### config.mk
export PLATFORM = sky130hd
export DESIGN_NAME = mult_fu
export DESIGN_NICKNAME = d
export VERILOG_FILES = /design/src/rtl/mult_fu.sv
export SDC_FILE = /design/constraint.sdc
export NUM_CORES = 2
export LEC_CHECK = 0
export BUFFER_PORTS_ARGS = -buffer_cell sky130_fd_sc_hd__buf_4
export CORE_ASPECT_RATIO = 1.2
export CORE_MARGIN = 5
export CORE_UTILIZATION = 30
export CTS_CLUSTER_SIZE = 25
export DETAILED_ROUTE_END_ITERATION = 8
export PLACE_DENSITY = 0.48
export SYNTH_ARGS = -nofsm -noshare
export SYNTH_HDL_FRONTEND = slang
export SYNTH_SLANG_ARGS = --single-unit
### constraint.sdc
create_clock -name clock -period 16.4 [get_ports clock]
set_input_delay 3.28 -clock clock [delete_from_list [all_inputs] [get_ports clock]]
set_output_delay 3.28 -clock clock [all_outputs]
set_load 0.05 [all_outputs]
### src/rtl/mult_fu.sv
// Pipelined RV32M multiply unit: one 2*XLEN x C partial product per stage,
// tag/ROB index carried alongside, valid/ready result port to the CDB arbiter.
module mult_fu #(
  parameter int XLEN       = 32,
  parameter int NUM_STAGES = 4,
  parameter int PRN_W      = 6,
  parameter int ROB_W      = 5
) (
  input  logic             clock,
  input  logic             reset,
  input  logic             in_valid,
  output logic             in_ready,
  input  logic [XLEN-1:0]  in_opa,
  input  logic [XLEN-1:0]  in_opb,
  input  logic [1:0]       in_func,
  input  logic [PRN_W-1:0] in_prn,
  input  logic [ROB_W-1:0] in_rob,
  input  logic             squash,
  output logic             out_valid,
  input  logic             out_ready,
  output logic [XLEN-1:0]  out_result,
  output logic [PRN_W-1:0] out_prn,
  output logic [ROB_W-1:0] out_rob
);

  localparam int W2 = 2 * XLEN;
  localparam int C  = W2 / NUM_STAGES;
  localparam int NI = NUM_STAGES - 1;

  localparam logic [1:0] F_MUL    = 2'd0;
  localparam logic [1:0] F_MULH   = 2'd1;
  localparam logic [1:0] F_MULHSU = 2'd2;

  // Handshake: a result leaves when out_valid && out_ready; an op enters when
  // in_valid && in_ready. The whole pipe moves as one when advance is high.
  logic adv;
  assign adv      = !out_valid || out_ready;
  assign in_ready = adv;

  logic [W2-1:0] ext_a, ext_b;
  logic          sign_a, sign_b;

  always_comb begin
    sign_a = (in_func == F_MULH) || (in_func == F_MULHSU);
    sign_b = (in_func == F_MULH);
    ext_a  = {{XLEN{sign_a & in_opa[XLEN-1]}}, in_opa};
    ext_b  = {{XLEN{sign_b & in_opb[XLEN-1]}}, in_opb};
  end

  // Intermediate stage registers; the output register acts as the last stage.
  logic             st_valid [NI];
  logic [W2-1:0]    st_psum  [NI];
  logic [W2-1:0]    st_ea    [NI];
  logic [W2-1:0]    st_eb    [NI];
  logic [1:0]       st_func  [NI];
  logic [PRN_W-1:0] st_prn   [NI];
  logic [ROB_W-1:0] st_rob   [NI];

  logic             src_valid [NUM_STAGES];
  logic [W2-1:0]    src_psum  [NUM_STAGES];
  logic [W2-1:0]    src_ea    [NUM_STAGES];
  logic [W2-1:0]    src_eb    [NUM_STAGES];
  logic [1:0]       src_func  [NUM_STAGES];
  logic [PRN_W-1:0] src_prn   [NUM_STAGES];
  logic [ROB_W-1:0] src_rob   [NUM_STAGES];
  logic [W2-1:0]    nxt_psum  [NUM_STAGES];
  logic [XLEN-1:0]  res_sel;

  // Remaining multiplier bits are pre-shifted, so every stage uses the low C bits.
  always_comb begin
    src_valid[0] = in_valid;
    src_psum[0]  = '0;
    src_ea[0]    = ext_a;
    src_eb[0]    = ext_b;
    src_func[0]  = in_func;
    src_prn[0]   = in_prn;
    src_rob[0]   = in_rob;
    for (int k = 1; k < NUM_STAGES; k++) begin
      src_valid[k] = st_valid[k-1];
      src_psum[k]  = st_psum[k-1];
      src_ea[k]    = st_ea[k-1];
      src_eb[k]    = st_eb[k-1];
      src_func[k]  = st_func[k-1];
      src_prn[k]   = st_prn[k-1];
      src_rob[k]   = st_rob[k-1];
    end
    for (int k = 0; k < NUM_STAGES; k++) begin
      nxt_psum[k] = src_psum[k]
                  + ((src_ea[k] * {{(W2-C){1'b0}}, src_eb[k][C-1:0]}) << (k * C));
    end
    res_sel = (src_func[NI] == F_MUL) ? nxt_psum[NI][XLEN-1:0]
                                      : nxt_psum[NI][W2-1:XLEN];
  end

  always_ff @(posedge clock or posedge reset) begin
    if (reset) begin
      for (int k = 0; k < NI; k++) begin
        st_valid[k] <= 1'b0;
        st_psum[k]  <= '0;
        st_ea[k]    <= '0;
        st_eb[k]    <= '0;
        st_func[k]  <= '0;
        st_prn[k]   <= '0;
        st_rob[k]   <= '0;
      end
      out_valid  <= 1'b0;
      out_result <= '0;
      out_prn    <= '0;
      out_rob    <= '0;
    end else begin
      if (adv) begin
        for (int k = 0; k < NI; k++) begin
          st_valid[k] <= src_valid[k];
          st_psum[k]  <= nxt_psum[k];
          st_ea[k]    <= src_ea[k];
          st_eb[k]    <= src_eb[k] >> C;
          st_func[k]  <= src_func[k];
          st_prn[k]   <= src_prn[k];
          st_rob[k]   <= src_rob[k];
        end
        out_valid  <= src_valid[NI];
        out_result <= res_sel;
        out_prn    <= src_prn[NI];
        out_rob    <= src_rob[NI];
      end
      // Squash overrides the shift: only valids are killed, data may linger.
      if (squash) begin
        for (int k = 0; k < NI; k++) st_valid[k] <= 1'b0;
        out_valid <= 1'b0;
      end
    end
  end

endmodule

==> impl_metrics.ini <==
[route]
vias = 46300
route.detailed.drc = 0
wl_met2_um = 95700
wl_per_cell_um = 19.1
wl_met1_um = 82900
viasPerCell = 4.63
met3RoutedLength_um = 7290
top_layer = met4
ant_nets = 0
drt_wl_total_um = 191000
drt_iter0_markers = 2524
dr.pass1.iters = 5

[die]
rows = 185
io_pins = 127
die_area_sq_um = 222000
die_h_um = 515
core_area_sq_um = 212000
initial_core_util_pct = 30.1
die_w_um = 431

[grt]
grt.total_usage_pct = 17.4
grt.overflow.total = 0
grt_max_degree = 181
antenna_found_initial = 2
grt_first_pass_wirelength_um = 304000
grt_pass1_vias = 51100

[run_status]
status = finished, final reports clean

[layout]
fill_cells = 22400
layout.nets = 8915
syn_to_final_growth_pct = 8.27
drive_gt1_share_pct = 4.06

[logic_synthesis]
netlist_instances = 7200
synth_edf_count = 0
synthFlopType = dfrtp_1
synth_top_area_cell = fa_1
syn_area_sq_um = 63700
synth_nets = 8974
synth_cell_types = 69
synth.avg_cell_area_sq_um = 8.84
synthArstFlopShare_pct = 100
yosys-top-cells-area = fa_1, dfrtp_1, inv_1, nand2_1, ha_1
ys_ff_latch = 364
netlist.area_leader.share_pct = 39.8
yosysSeqAreaShare_pct = 14.3
synth-warning-count = 0

[sta]
fmax_ghz = 0.0989
setup_tns_ps = 0
slew_violations = 0
period_needed_ps = 10110
hold-worst-slack_ps = 456
slew_headroom_pct = 19.8
skew_ps = 32.9
tightest_slew_ps = 1200
period_share_pct = 61.7
final-setup-viol-count = 0
hold_viol = 0
rsz0062_at_grt = no
worst_slack_ps = 6290

[clock_network]
cts_hold_buf = 0
h-tree-depth = 2
cts_buffers = 41
clock_latency_ps = 600
cts.sinks = 364
clk_pin_slew_worst_paths_ps = 60
clockBufferDepth = 3
cts_tree = yes
post_cts_resized = 0
clock-root-buffer = clkbuf_16
cts_setup_buffers = 0

[setup_path]
cp_common_cell = fa_1
crit_buf_inv = 7
cp_slowest_cell = a2111oi_0
worstSetupPathType = in -> reg
critPathLaunchType = input port
end_kind = flip-flop
critPathMaxFanout = 33
max_stage_delay_ps = 980
crit_family = adder cells
critPathRequiredTime_ps = 16840
crit_arrival_ps = 10560

[place]
pre_cts_slack_ps = 5730
dp_hpwl_um = 150000
routabilityCongestion = 0.924
portBuffers = 126

[min_path]
hp-class = reg -> reg

[job]
max-cap-violations = 0
[worst min-delay path, stage by stage (launching register included)]
cell,delay [ps]
dfrtp_1,330
nand2_1,50
nand2_1,50
[Yosys cell counts, drive strengths merged (15+ instances only)]
cell       n
a21o      90
o21bai    36
xor2      88
nor3      32
nor2     199
o21ai    142
a21oi    254
and2     443
dfrtp    364
o21a      21
a31oi     52
nand2b    19
nor2b     29
nand3     38
a211oi    22
and3      15
ha       427
inv     1563
clkbuf   284
nand4     19
fa      1265
nand2   1482
xnor2    173
[cell type report]
cell class | count | area, sq um | share of cell area, %
diodes | 5 | 12.5 | 0.0181
well taps | 2805 | 3510 | 5.09
inverters | 1563 | 5880 | 8.53
clock buffers | 59 | 1180 | 1.72
flip-flops and latches | 364 | 9120 | 13.2
multi-input cells | 4982 | 47600 | 69.1
clock inverters | 16 | 185 | 0.269
repair buffers | 189 | 1430 | 2.08
[cells by family after synthesis]
logic type	after synthesis	synth area share [%]
multiplexers	3	0.0491
XOR/XNOR	262	3.63
AND/OR/NAND/NOR	2318	16.1
flip-flops	364	14.3
AO/OA/AOI/OAI	707	6.83
adder cells (fa/ha/maj)	1692	48.2
buffers and inverters	1854	10.9
[path summary, 6_finish.rpt]
path	start	to	slack [ps]	cells after the start
worst max register to register	src_ea[133]	src_psum[126]	6490	35
max in group asynchronous	reset	src_ea[93]	11350	4
min in group asynchronous	reset	src_prn[4]	2770	2
worst min-delay path	src_ea[4]	src_ea[4]	460	2
worst max-delay path	in_opb[2]	src_psum[166]	6290	25
worst min register to register	src_ea[4]	src_ea[4]	460	2
[state kept, by name, indices dropped and copies added, names as in the netlist]
name and count:
src_psum 178, src_ea 81, out_result 32, src_eb 19, src_prn 18, src_rob 15
out_prn 6, src_func 6, out_rob 5, src_valid 3, out_valid 1
[cell usage in the layout (no fill, tap or decap), types with 21 or more instances in the layout]
cell	netlist	layout
ha_1	427	427
dfrtp_1	364	354
and2_1	443	443
inv_1	1562	1561
fa_1	1265	1265
nand3_1	38	38
clkbuf_16	0	42
a31oi_1	52	52
a21oi_1	252	252
nor3_1	32	32
nor2_1	199	198
o21bai_1	36	36
xnor2_1	173	173
o21a_1	21	21
nand2_1	1482	1482
xor2_1	88	88
buf_4	0	188
a21o_1	90	90
o21ai_0	136	136
a211oi_1	22	22
nor2b_1	29	28
[metrics by stage]
stage                     util (%)  instances  area [sq um]
after floorplan                  -       7200         63700
after global placement        31.9       9903         67600
after detailed placement      31.9       9903         67600
after CTS                     32.6       9978         68900
after global routing          32.6       9979         68900
final                         32.6       9983         68900
[layer usage]
| layer | GRT usage [%] | vias to the layer above |
|---|---|---|
| met2 | 30.9 | 959 |
| met3 | 1.26 | 230 |
| met5 | 0 | - |
| met1 | 23.1 | 23800 |
| li1 | - | 21300 |
| met4 | 4.43 | 0 |
Power is not shown: default switching activity piles up to over one toggle a cycle in this logic, so the estimate is an artifact.
